File: config.mk
export PLATFORM = sky130hd
export DESIGN_NAME = ide_pio_sequencer
export DESIGN_NICKNAME = d
export VERILOG_FILES = /design/src/rtl/ide_pio_sequencer.sv
export SDC_FILE = /design/constraint.sdc
export NUM_CORES = 1
export LEC_CHECK = 0
export CAP_MARGIN = 20
export CORE_MARGIN = 4
export CORE_UTILIZATION = 45
export DETAILED_ROUTE_END_ITERATION = 6
export DONT_BUFFER_PORTS = 1
export PLACE_DENSITY = 0.66
export SYNTH_ARGS = -nofsm -noshare
export SYNTH_HDL_FRONTEND = slang
export SYNTH_SLANG_ARGS = --single-unit
File: constraint.sdc
create_clock -name CLKCPU -period 2.4 [get_ports CLKCPU]
set_input_delay 0.6 -clock CLKCPU [delete_from_list [all_inputs] [get_ports CLKCPU]]
set_output_delay 0.6 -clock CLKCPU [all_outputs]
set_load 0.05 [all_outputs]
File: src/rtl/ide_pio_sequencer.sv
// IDE PIO strobe sequencer: turns a decoded 68020 cycle in the IDE window into
// timed IDECS/IOR/IOW with IORDY stretching, a wait timeout and a 16-bit DSACK.
module ide_pio_sequencer #(
    parameter int T_SETUP   = 1,
    parameter int T_ACTIVE  = 4,
    parameter int T_RECOVER = 2,
    parameter int T_TIMEOUT = 255
) (
    input  logic       CLKCPU,
    input  logic       RESET,
    input  logic       AS20,
    input  logic       DS20,
    input  logic       RW20,
    input  logic       IDE_SEL,
    input  logic       A12,
    input  logic       IORDY,
    output logic       IOR,
    output logic       IOW,
    output logic [1:0] IDECS,
    output logic [1:0] DSACK_N,
    output logic       TIMEOUT
);

    // state     | meaning
    // S_IDLE    | bus idle, waiting for a qualified request
    // S_SETUP   | IDECS asserted, strobe not yet asserted
    // S_ACTIVE  | strobe asserted, minimum time then IORDY wait
    // S_ACK     | DSACK asserted, holding until the CPU negates AS20
    // S_RECOVER | everything idle for the recovery time
    typedef enum logic [2:0] {
        S_IDLE    = 3'd0,
        S_SETUP   = 3'd1,
        S_ACTIVE  = 3'd2,
        S_ACK     = 3'd3,
        S_RECOVER = 3'd4
    } state_t;

    localparam int TS = (T_SETUP   < 1) ? 1 : T_SETUP;
    localparam int TA = (T_ACTIVE  < 1) ? 1 : T_ACTIVE;
    localparam int TR = (T_RECOVER < 1) ? 1 : T_RECOVER;
    localparam logic [7:0] SETUP_LOAD   = 8'(TS - 1);
    localparam logic [7:0] ACTIVE_LOAD  = 8'(TA - 1);
    localparam logic [7:0] RECOVER_LOAD = 8'(TR - 1);
    localparam logic [7:0] WAIT_LIMIT   = 8'(T_TIMEOUT);

    state_t     state_q, state_d;
    logic [7:0] cnt_q, cnt_d;
    logic [7:0] wait_q, wait_d;
    logic       rw_q, rw_d;
    logic       a12_q, a12_d;
    logic       ior_d, iow_d, timeout_d;
    logic [1:0] idecs_d, dsack_d;
    logic       to_recover;
    logic       to_ack;

    always_comb begin
        state_d    = state_q;
        cnt_d      = cnt_q;
        wait_d     = wait_q;
        rw_d       = rw_q;
        a12_d      = a12_q;
        ior_d      = IOR;
        iow_d      = IOW;
        idecs_d    = IDECS;
        dsack_d    = DSACK_N;
        timeout_d  = 1'b0;
        to_recover = 1'b0;
        to_ack     = 1'b0;

        case (state_q)
            S_IDLE: begin
                // writes wait for DS20 so data is stable before IOW falls
                if (!AS20 && !IDE_SEL && (RW20 || !DS20)) begin
                    state_d = S_SETUP;
                    cnt_d   = SETUP_LOAD;
                    rw_d    = RW20;
                    a12_d   = A12;
                    idecs_d = A12 ? 2'b01 : 2'b10;
                end
            end
            S_SETUP: begin
                if (AS20) begin
                    to_recover = 1'b1;
                end else if (cnt_q == 8'd0) begin
                    state_d = S_ACTIVE;
                    cnt_d   = ACTIVE_LOAD;
                    wait_d  = 8'd0;
                    ior_d   = ~rw_q;
                    iow_d   = rw_q;
                end else begin
                    cnt_d = cnt_q - 8'd1;
                end
            end
            S_ACTIVE: begin
                if (AS20) begin
                    to_recover = 1'b1;
                end else if (cnt_q != 8'd0) begin
                    cnt_d = cnt_q - 8'd1;
                end else if (IORDY) begin
                    to_ack = 1'b1;
                end else if (wait_q == WAIT_LIMIT) begin
                    to_ack    = 1'b1;
                    timeout_d = 1'b1;
                end else begin
                    wait_d = wait_q + 8'd1;
                end
            end
            S_ACK: begin
                if (AS20) begin
                    to_recover = 1'b1;
                end
            end
            S_RECOVER: begin
                if (cnt_q == 8'd0) begin
                    state_d = S_IDLE;
                end else begin
                    cnt_d = cnt_q - 8'd1;
                end
            end
            default: begin
                state_d = S_IDLE;
            end
        endcase

        if (to_ack) begin
            state_d = S_ACK;
            dsack_d = 2'b01;
        end

        if (to_recover) begin
            state_d = S_RECOVER;
            cnt_d   = RECOVER_LOAD;
            ior_d   = 1'b1;
            iow_d   = 1'b1;
            idecs_d = 2'b11;
            dsack_d = 2'b11;
        end
    end

    always_ff @(posedge CLKCPU or negedge RESET) begin
        if (!RESET) begin
            state_q <= S_IDLE;
            cnt_q   <= 8'd0;
            wait_q  <= 8'd0;
            rw_q    <= 1'b1;
            a12_q   <= 1'b0;
            IOR     <= 1'b1;
            IOW     <= 1'b1;
            IDECS   <= 2'b11;
            DSACK_N <= 2'b11;
            TIMEOUT <= 1'b0;
        end else begin
            state_q <= state_d;
            cnt_q   <= cnt_d;
            wait_q  <= wait_d;
            rw_q    <= rw_d;
            a12_q   <= a12_d;
            IOR     <= ior_d;
            IOW     <= iow_d;
            IDECS   <= idecs_d;
            DSACK_N <= dsack_d;
            TIMEOUT <= timeout_d;
        end
    end

endmodule

==> metrics.yaml, run 1 <==
setup_violations: 0
fin_skew_ns: 0.00559
antenna-diode-count: 0
grt_max_degree: 21
crit_required_ns: 2.62
netSwitchingFraction_pct: 44.8
fin_crit_sh_pct: 96.2
postLayoutCellArea_um2: 1640
synth_area_um2: 1520
drc: 0
crit_end: "wait_q[3]$_DFFE_PN0P_"
cts-root-buf: "clkbuf_4"
vias_per_cell: 6.11
cap_violations: 0
place_hpwl_um: 2400
cts_tree: "built"
post_cts_buffers: 0
reg2regPathDepth: 5
grt_pass1_wl_um: 6090
hold_ws_ns: 0.0915
placed_area_um2: 1560
r2r_start: "cnt_q[5]$_DFFE_PN0P_"
die_h_um: 66.1
yosys.cell_types.count: 47
p_per_area_nw_per_um2: 1250
start_util_pct: 48.5
tns_ns: 0
drive_gt1_share_pct: 15.5
ys_seq_elements: 26
dieArea_um2: 4360
cts_sinks: 26
routed-via-count: 1295
cts_buffer_depth: 2
yosysWarnings: 0
syn-num-nets: 174
postRouteAntennaNets: 0
yosys.area.top_type_share_pct: 33.0
row_count: 20
gr-total-overflow: 0
cp.arrival_ns: 2.53
grt_usage_pct: 17.9
synth_ff_type: "dfrtp_1"
antenna_found_initial: 0
startpoint_type: "flip-flop"
post-place-ws_ns: 0.0348
first_pass_iters: 4
instances_no_fill: 212
fillerInstances: 301
switching_power_uw: 918
period_minus_slack_ns: 2.31
postLayoutCoreUtil_pct: 52.3
cts_max_level: 1
worst_hold_path_type: "primary input to asynchronous set/reset pin"
internal-power_mw: 1.13
syn_to_final_growth_pct: 7.84
synth_edf_count: 0
synth.top_cells.by_area: "dfrtp_1 33%, dfstp_2 10%, o21ai_0 4.6%"
total_power_mw: 2.05
yosysTopAreaCell: "dfrtp_1"
die_w_um: 66.1
final_cell_mix: "19 x dfrtp_1, 17 x nor2_1, 14 x o21ai_0"
io_buffers: 0
drv_slew: 0
crit_start: "cnt_q[5]$_DFFE_PN0P_"
max_slew_margin_pct: 58.1
worst_pin_slew_ns: 0.623
clk_pin_slew_ns: 0.14
drtIter0Drc: 51
gp_congestion: 0.839
power_frac_seq_pct: 42.8
ir_drop_v: 0.000633
wire_per_inst_um: 16.6
crit_fanout: 8
leakagePower_nw: 0.682
dp.cells: 205
status: "finished clean"
core_area_um2: 3130
clk_latency_ns: 0.32
synth.avg_cell_area_um2: 9.25
p_comb_share_pct: 46.3
nets: 179
worst_setup_path_end_kind: "flip-flop"
rsz0062_at_grt: "false"
synthCells: 164
r2r_slack_ns: 0.09
ys_seq_area_share_pct: 43.4
timing.setup.critical_path_class: "flip-flop to flip-flop"
setup_slack_ns: 0.0906
routed_wl_um: 3520
io_pins: 15
finalHoldViolations: 0
worstReg2RegEnd: "wait_q[3]$_DFFE_PN0P_"
async_reset_ff_share_pct: 100
grt_pass1_vias: 1335
cts_buffers: 3
mostFrequentLayoutCell: "dfrtp_1"
fmax_ghz: 0.433
pwr-share-clk_pct: 11.0
cell families (layout without fill, tap and decap cells):
logic type | count (synthesis) | after routing | synth area share (%)
mux | 2 | 2 | 1.40
fa+ha+maj | 2 | 2 | 1.65
simple gates | 70 | 70 | 24.6
other cells | 1 | 1 | 0.247
flops | 26 | 26 | 43.4
compound gates | 52 | 53 | 24.4
buf+inv | 10 | 13 | 3.71
xor+xnor | 1 | 1 | 0.578
repair_timing:
item,in CTS,in global routing
endpoints found under the setup margin,1,3
gates cloned,1,0
pin swaps,1,0
resized for setup,1,1
hold endpoints to repair,20,0
hold buffers,1,0
power groups by stage:
stage / registers [mW] / clock network [mW] / logic (mW)
finish: 0.876 / 0.224 / 0.947
floorplan: 0.819 / 0 / 0.755
detailed placement: 0.878 / 0 / 0.892
global placement: 0.870 / 0 / 0.856
CTS: 0.872 / 0.232 / 0.937
global route: 0.902 / 0.254 / 1.06
per-layer routing:
layer | part of all wire, % | vias to the layer above | track usage [%] | wire length [um]
li1 | - | 622 | - | -
met4 | 1.3 | 0 | 6.60 | 46
met2 | 50 | 36 | 30.5 | 1740
met3 | 5.9 | 6 | 3.40 | 207
met1 | 43 | 631 | 22.3 | 1520
met5 | 0 | - | 0 | 0
cells in the mapped netlist (all sizes together) (2+ instances only):
library cell,number
dfrtp,20
o21ai,19
nor2,17
nand2,12
nor3,8
a21oi,6
dfstp,6
nand3,6
or3,6
a22o,5
nand2b,5
nor2b,5
o31ai,5
buf,4
a2bb2oi,3
and3,3
clkbuf,3
inv,3
nor4,3
a211oi,2
ha,2
o211a,2
or4,2
worst min path at each step:
stage          startpoint                    end  slack, ns  cells past startpoint
2_1_floorplan       RESET      TIMEOUT$_DFF_PN0_       0.30                      0
3_3_place_gp        RESET  wait_q[2]$_DFFE_PN0P_       0.31                      0
3_5_place_dp        RESET  wait_q[2]$_DFFE_PN0P_       0.31                      0
4_1_cts             RESET   IDECS[0]$_DFFE_PN1P_       0.08                      0
5_1_grt             RESET        IOW$_DFFE_PN1P_       0.06                      0
6_report            RESET   IDECS[1]$_DFFE_PN1P_       0.09                      0
cell type report:
class | count | area (um^2) | share of cell area (%)
Clock buffer | 4 | 36.3 | 2.22
Inverter | 3 | 11.3 | 0.689
Multi-Input combinational cell | 129 | 818 | 50.0
Sequential cell | 26 | 659 | 40.3
Tap cell | 44 | 55.1 | 3.37
Timing Repair Buffer | 6 | 55.1 | 3.37
state kept, by name, summed over array words and instances (netlist names):
signal   cells
DSACK_N      1
IDECS        2
IOR          1
IOW          1
TIMEOUT      1
cnt_q        8
rw_q         1
state_q      3
wait_q       8
critical path: stages, from the launching register on:
cell and delay (ns):
dfrtp_1 0.45, or4_4 0.57, or3_4 0.45, a2111o_1 0.49, o21ai_1 0.17, o31ai_1 0.08
Note: power is estimated with default switching activity, not from simulation.
==> run 2: changes to the inputs <==
CAP_MARGIN = 40   (was 20)
SETUP_SLACK_MARGIN = 0.15   (was unset)
==> metrics.yaml, run 2 (synthesis results as in run 1) <==
cts-root-buf: "clkbuf_4"
finalHoldViolations: 0  # unchanged
routed-via-count: 1315  # +1.5%
wire_per_inst_um: 16.2  # -2.4%
crit_fanout: 6  # -2
startpoint_type: "flip-flop"
cp.arrival_ns: 2.41  # -0.12 ns
r2r_start: "cnt_q[3]$_DFFE_PN0P_"
crit_required_ns: 2.63  # about the same
rsz0062_at_grt: "true"
register_area_um2: 658  # -0.19%
grt_usage_pct: 17.6  # -0.27 points
routed_wl_um: 3510  # -0.14%
io_pins: 15  # unchanged
dieArea_um2: 4360  # unchanged
cts_tree: "built"
gp_congestion: 0.835  # -0.39%
postLayoutCellArea_um2: 1700  # +3.9%
drv_slew: 0  # unchanged
vias_per_cell: 6.06  # -0.80%
leakagePower_nw: 0.719  # +5.3%
place_hpwl_um: 2360  # -1.8%
fin_crit_sh_pct: 91.0  # -5.2 points
cts_buffer_depth: 2  # unchanged
cpMaxStageDelayCell: "or4_4"
clk_pin_slew_ns: 0.14  # about the same
crit_path_max_incr_delay_ns: 0.58  # about the same
nets: 184  # +2.8%
antenna-diode-count: 0  # unchanged
grt_max_degree: 21  # unchanged
drtIter0Drc: 73  # +43%
worst_setup_path_end_kind: "flip-flop"
clk_latency_ns: 0.33  # about the same
worstReg2RegEnd: "wait_q[7]$_DFFE_PN0P_"
fillerInstances: 291  # -3.3%
grt_pass1_wl_um: 5900  # -3.2%
io_buffers: 0  # unchanged
fin_skew_ns: 0.00427  # -0.00133 ns
use_met2_pct: 28.7  # -1.9 points
r2r_slack_ns: 0.22  # +0.12 ns
setup_violations: 0  # unchanged
drc: 0  # unchanged
ir_drop_v: 0.000631  # -0.37%
busiest_layer: "met2"
cts_sinks: 26  # unchanged
period_minus_slack_ns: 2.18  # -0.125 ns
mostFrequentLayoutCell: "dfrtp_1"
placed_area_um2: 1570  # +0.96%
postRouteAntennaNets: 0  # unchanged
worst_hold_path_type: "primary input to asynchronous set/reset pin"
cts_max_level: 1  # unchanged
final_cell_mix: "20 x dfrtp_1, 16 x nor2_1, 14 x o21ai_0"
die_w_um: 66.1  # unchanged
cts_buffers: 3  # unchanged
start_util_pct: 48.5  # unchanged
fmax_ghz: 0.458  # +5.7%
use_met1_pct: 23.3  # +1.1 points
grt_pass1_vias: 1282  # -4.0%
first_pass_iters: 4  # unchanged
instances_no_fill: 217  # +2.4%
status: "finished clean"
timing.setup.critical_path_class: "flip-flop to flip-flop"
multiInputGateArea_um2: 830  # +1.4%
syn_to_final_growth_pct: 12.0
postLayoutCoreUtil_pct: 54.3  # +2.0 points
met3_usage_pct: 3.23  # -0.17 points
cap_violations: 0  # unchanged
crit_chain: "or4_4, or3_4, a2111o_1, o21ai_1, o31ai_1"
die_h_um: 66.1  # unchanged
p_per_area_nw_per_um2: 1310  # +4.9%
dp.cells: 207  # +0.98%
row_count: 20  # unchanged
reg2regPathDepth: 5  # unchanged
tns_ns: 0  # unchanged
antenna_found_initial: 0  # unchanged
drive_gt1_share_pct: 19.1  # +3.6 points
core_area_um2: 3130  # unchanged
largestRegisters: "cnt_q (8), wait_q (8), state_q (3)"
gr-total-overflow: 0  # unchanged
run 2: metal layers:
| metal | share of wire (%) | vias up |
|---|---|---|
| li1 | - | 635 |
| met1 | 45 | 641 |
| met2 | 48 | 34 |
| met3 | 4.6 | 5 |
| met4 | 1.6 | 0 |
| met5 | 0 | - |
run 2: repair_timing:
item	4_1_cts	5_1_grt
gates cloned	0	1
setup endpoints to repair	13	13
hold buffers	1	0
resized for setup	3	2
buffers inserted	2	1
pin swaps	1	4
endpoints found under the hold margin	20	0
run 2: power breakdown:
group | leakage (nW) | switching [mW] | internal (mW)
Combinational | 0.356 | 0.577 | 0.491
Clock | 0.0279 | 0.136 | 0.169
Sequential | 0.335 | 0.249 | 0.610
Total | 0.719 | 0.962 | 1.27
run 2: per-stage QoR:
step | hold WS [ns] | setup WS (ns) | power (mW)
after floorplan | 0.304 | 0.143 | 1.57
after global placement | 0.305 | 0.106 | 1.78
after detailed placement | 0.305 | 0.0547 | 1.81
after CTS | 0.0650 | 0.157 | 2.18
after global routing | 0.0489 | 0.133 | 2.41
final | 0.0844 | 0.215 | 2.23
run 2: layout make-up:
type | count | share of cell area (%)
Tap cell | 44 | 3.24
Sequential cell | 26 | 38.7
Inverter | 3 | 0.663
Multi-Input combinational cell | 129 | 48.8
Clock inverter | 1 | 1.77
Clock buffer | 3 | 1.33
Timing Repair Buffer | 11 | 5.45
run 2: critical path, delay by kind of cell (launching register included):
family,cells,cell delay [ns]
AO/OA/AOI/OAI,3,0.71
flip-flops,1,0.41
AND/OR/NAND/NOR,2,0.97
run 2: worst max-delay path by stage:
stage | startpoint | end | slack, ns
6_report | cnt_q[3]$_DFFE_PN0P_ | wait_q[7]$_DFFE_PN0P_ | 0.22
5_1_grt | cnt_q[3]$_DFFE_PN0P_ | IOW$_DFFE_PN1P_ | 0.13
4_1_cts | cnt_q[6]$_DFFE_PN0P_ | cnt_q[3]$_DFFE_PN0P_ | 0.16
3_5_place_dp | cnt_q[4]$_DFFE_PN0P_ | wait_q[4]$_DFFE_PN0P_ | 0.05
3_3_place_gp | cnt_q[5]$_DFFE_PN0P_ | wait_q[2]$_DFFE_PN0P_ | 0.11
2_1_floorplan | cnt_q[5]$_DFFE_PN0P_ | wait_q[3]$_DFFE_PN0P_ | 0.14
==> RTL change: new RTL, settings of run 1 <==
The 5 states of `state_t` get a one-hot encoding in 5 bits.
--- a/src/rtl/ide_pio_sequencer.sv
+++ b/src/rtl/ide_pio_sequencer.sv
@@ -27,12 +27,12 @@
     // S_ACTIVE  | strobe asserted, minimum time then IORDY wait
     // S_ACK     | DSACK asserted, holding until the CPU negates AS20
     // S_RECOVER | everything idle for the recovery time
-    typedef enum logic [2:0] {
-        S_IDLE    = 3'd0,
-        S_SETUP   = 3'd1,
-        S_ACTIVE  = 3'd2,
-        S_ACK     = 3'd3,
-        S_RECOVER = 3'd4
+    typedef enum logic [4:0] {
+        S_IDLE    = 5'b00001,
+        S_SETUP   = 5'b00010,
+        S_ACTIVE  = 5'b00100,
+        S_ACK     = 5'b01000,
+        S_RECOVER = 5'b10000
     } state_t;
 
     localparam int TS = (T_SETUP   < 1) ? 1 : T_SETUP;
Function: no difference found for any inputs over 10 cycles, from zero or initial values and one cycle with RESET low; not proved beyond that.
==> RTL change against run 1 <==
Setup slack improved by 0.041 ns; non-clock buffer count up 8; synthesized area is 5.2% higher; routed wire length up 4.4%; sequential cell count up 2; fmax up 1.8%; global-route usage is 1.3 points higher; power rose by 8.5%; final area is 13% higher; critical path type unchanged; critical endpoint unchanged.
==> RTL change: results <==
metrics = {
    "status": {
        "status": "finished, final reports clean",
    },
    "drt": {
        "drc": 0,
        "post_drt_wl_per_cell_um": 16.11,
        "vias_per_cell": 5.996,
        "first_pass_iters": 4,
        "drtIter0Drc": 110,
    },
    "grt": {
        "grt_pass1_vias": 1374,
        "grt_max_degree": 22,
        "grt_pass1_wl_mm": 6.624,
        "antenna_found_initial": 0,
        "grtUsageTotal": 0.1914,
    },
    "synthesis": {
        "yosysUniqueCellTypes": 50,
        "ys_top_cells_by_count": "dfrtp_1 (21), nand2_1 (13), o21ai_0 (13)",
        "async_flop_share": 1.000,
        "yosysWarnings": 0,
        "synthTopCellsByArea": "dfrtp_1 (33%), dfstp_2 (12%), o21ai_0 (4.1%), or3_1 (3.9%), a21oi_1 (3.8%)",
        "seq_area_frac_synth": 0.4447,
        "syn-num-nets": 181,
    },
    "placed_design": {
        "gp_congestion": 0.8497,
        "dp_hpwl_mm": 2.677,
        "portBuffers": 0,
        "placed_cell_area_um2": 1703,
    },
    "worst_setup_path": {
        "worstRegToRegCells": 4,
        "crit_fanout": 6,
        "path_delay_family": "simple AND/OR/NAND/NOR gates",
        "r2r_setup_slack_ns": 0.13,
        "max_stage_delay_ns": 0.61,
        "crit_slowest_cell": "or4_4",
        "setup.worst_path.class": "reg2reg",
        "critPathLaunch": "cnt_q[3]$_DFFE_PN0P_",
        "r2r_end": "wait_q[3]$_DFFE_PN0P_",
        "cp.arrival_ns": 2.54,
    },
    "sta": {
        "hold_slack_ns": 0.07635,
        "fin_skew_ns": 0.005315,
    },
    "pwr": {
        "ir_drop_mv": 0.7454,
        "p_leak_uw": 0.0007941,
    },
    "layout": {
        "fill_cells": 312,
        "diodes": 0,
        "largestRegisters": "cnt_q: 8 flops, wait_q: 8 flops, state_q: 5 flops",
        "drive_gt1_frac": 0.2253,
        "nets": 193,
    },
    "hold_path": {
        "hold_class": "in2async",
    },
    "clocking": {
        "clock_latency_ns": 0.34,
        "clockBufferDepth": 2,
        "path_clk_slew_ns": 0.15,
        "htreeDepth": 1,
        "cts_root_buffer": "clkbuf_4",
        "numCtsBuffers": 3,
    },
}
RTL change: timing repair:
item,4_1_cts,5_1_grt
endpoints found under the hold margin,21,0
setup buffers,0,1
hold buffers,1,0
endpoints found under the setup margin,0,16
gates resized for setup,0,9
RTL change: per-layer routing:
metal  track usage  up-vias  part of all wire
li1              -      661                 -
met1        0.2461      676              0.45
met2        0.3244       26              0.50
met3       0.04326        4             0.037
met4       0.04557        0            0.0084
met5             0        -                 0
RTL change: power breakdown:
group          internal (µW)  total, µW  switching [µW]  leakage [µW]
logic                    446       1000             554      0.000406
registers                637        908             271      0.000360
clock network            169        314             145     0.0000279
RTL change: stage by stage:
stage               std cells  setup slack [ns]
CTS                       226           0.04117
global placement          221            0.1650
finish                    228            0.1314
floorplan                 171            0.2038
global route              228           0.03619
detailed placement        221           0.09442
RTL change: final cells by class:
| type | instances | area, µm² | share of cell area |
|---|---|---|---|
| multi-input cells | 131 | 875.8 | 0.4755 |
| flip-flops and latches | 28 | 709.4 | 0.3852 |
| repair buffers | 14 | 127.6 | 0.06929 |
| well taps | 46 | 57.56 | 0.03125 |
| clock inverters | 1 | 30.03 | 0.01630 |
| clock buffers | 3 | 22.52 | 0.01223 |
| inverters | 5 | 18.77 | 0.01019 |
RTL change: kinds of logic (layout without fill, tap and decap cells):
family / count (synthesis) / in the layout / share of synthesized area
AO/OA/AOI/OAI: 47 / 47 / 0.1859
XOR/XNOR: 5 / 5 / 0.02745
adder cells (fa/ha/maj): 2 / 2 / 0.01568
buffers and inverters: 12 / 23 / 0.03216
flip-flops: 28 / 28 / 0.4447
multiplexers: 3 / 3 / 0.01961
other: 1 / 1 / 0.002351
AND/OR/NAND/NOR: 73 / 73 / 0.2722
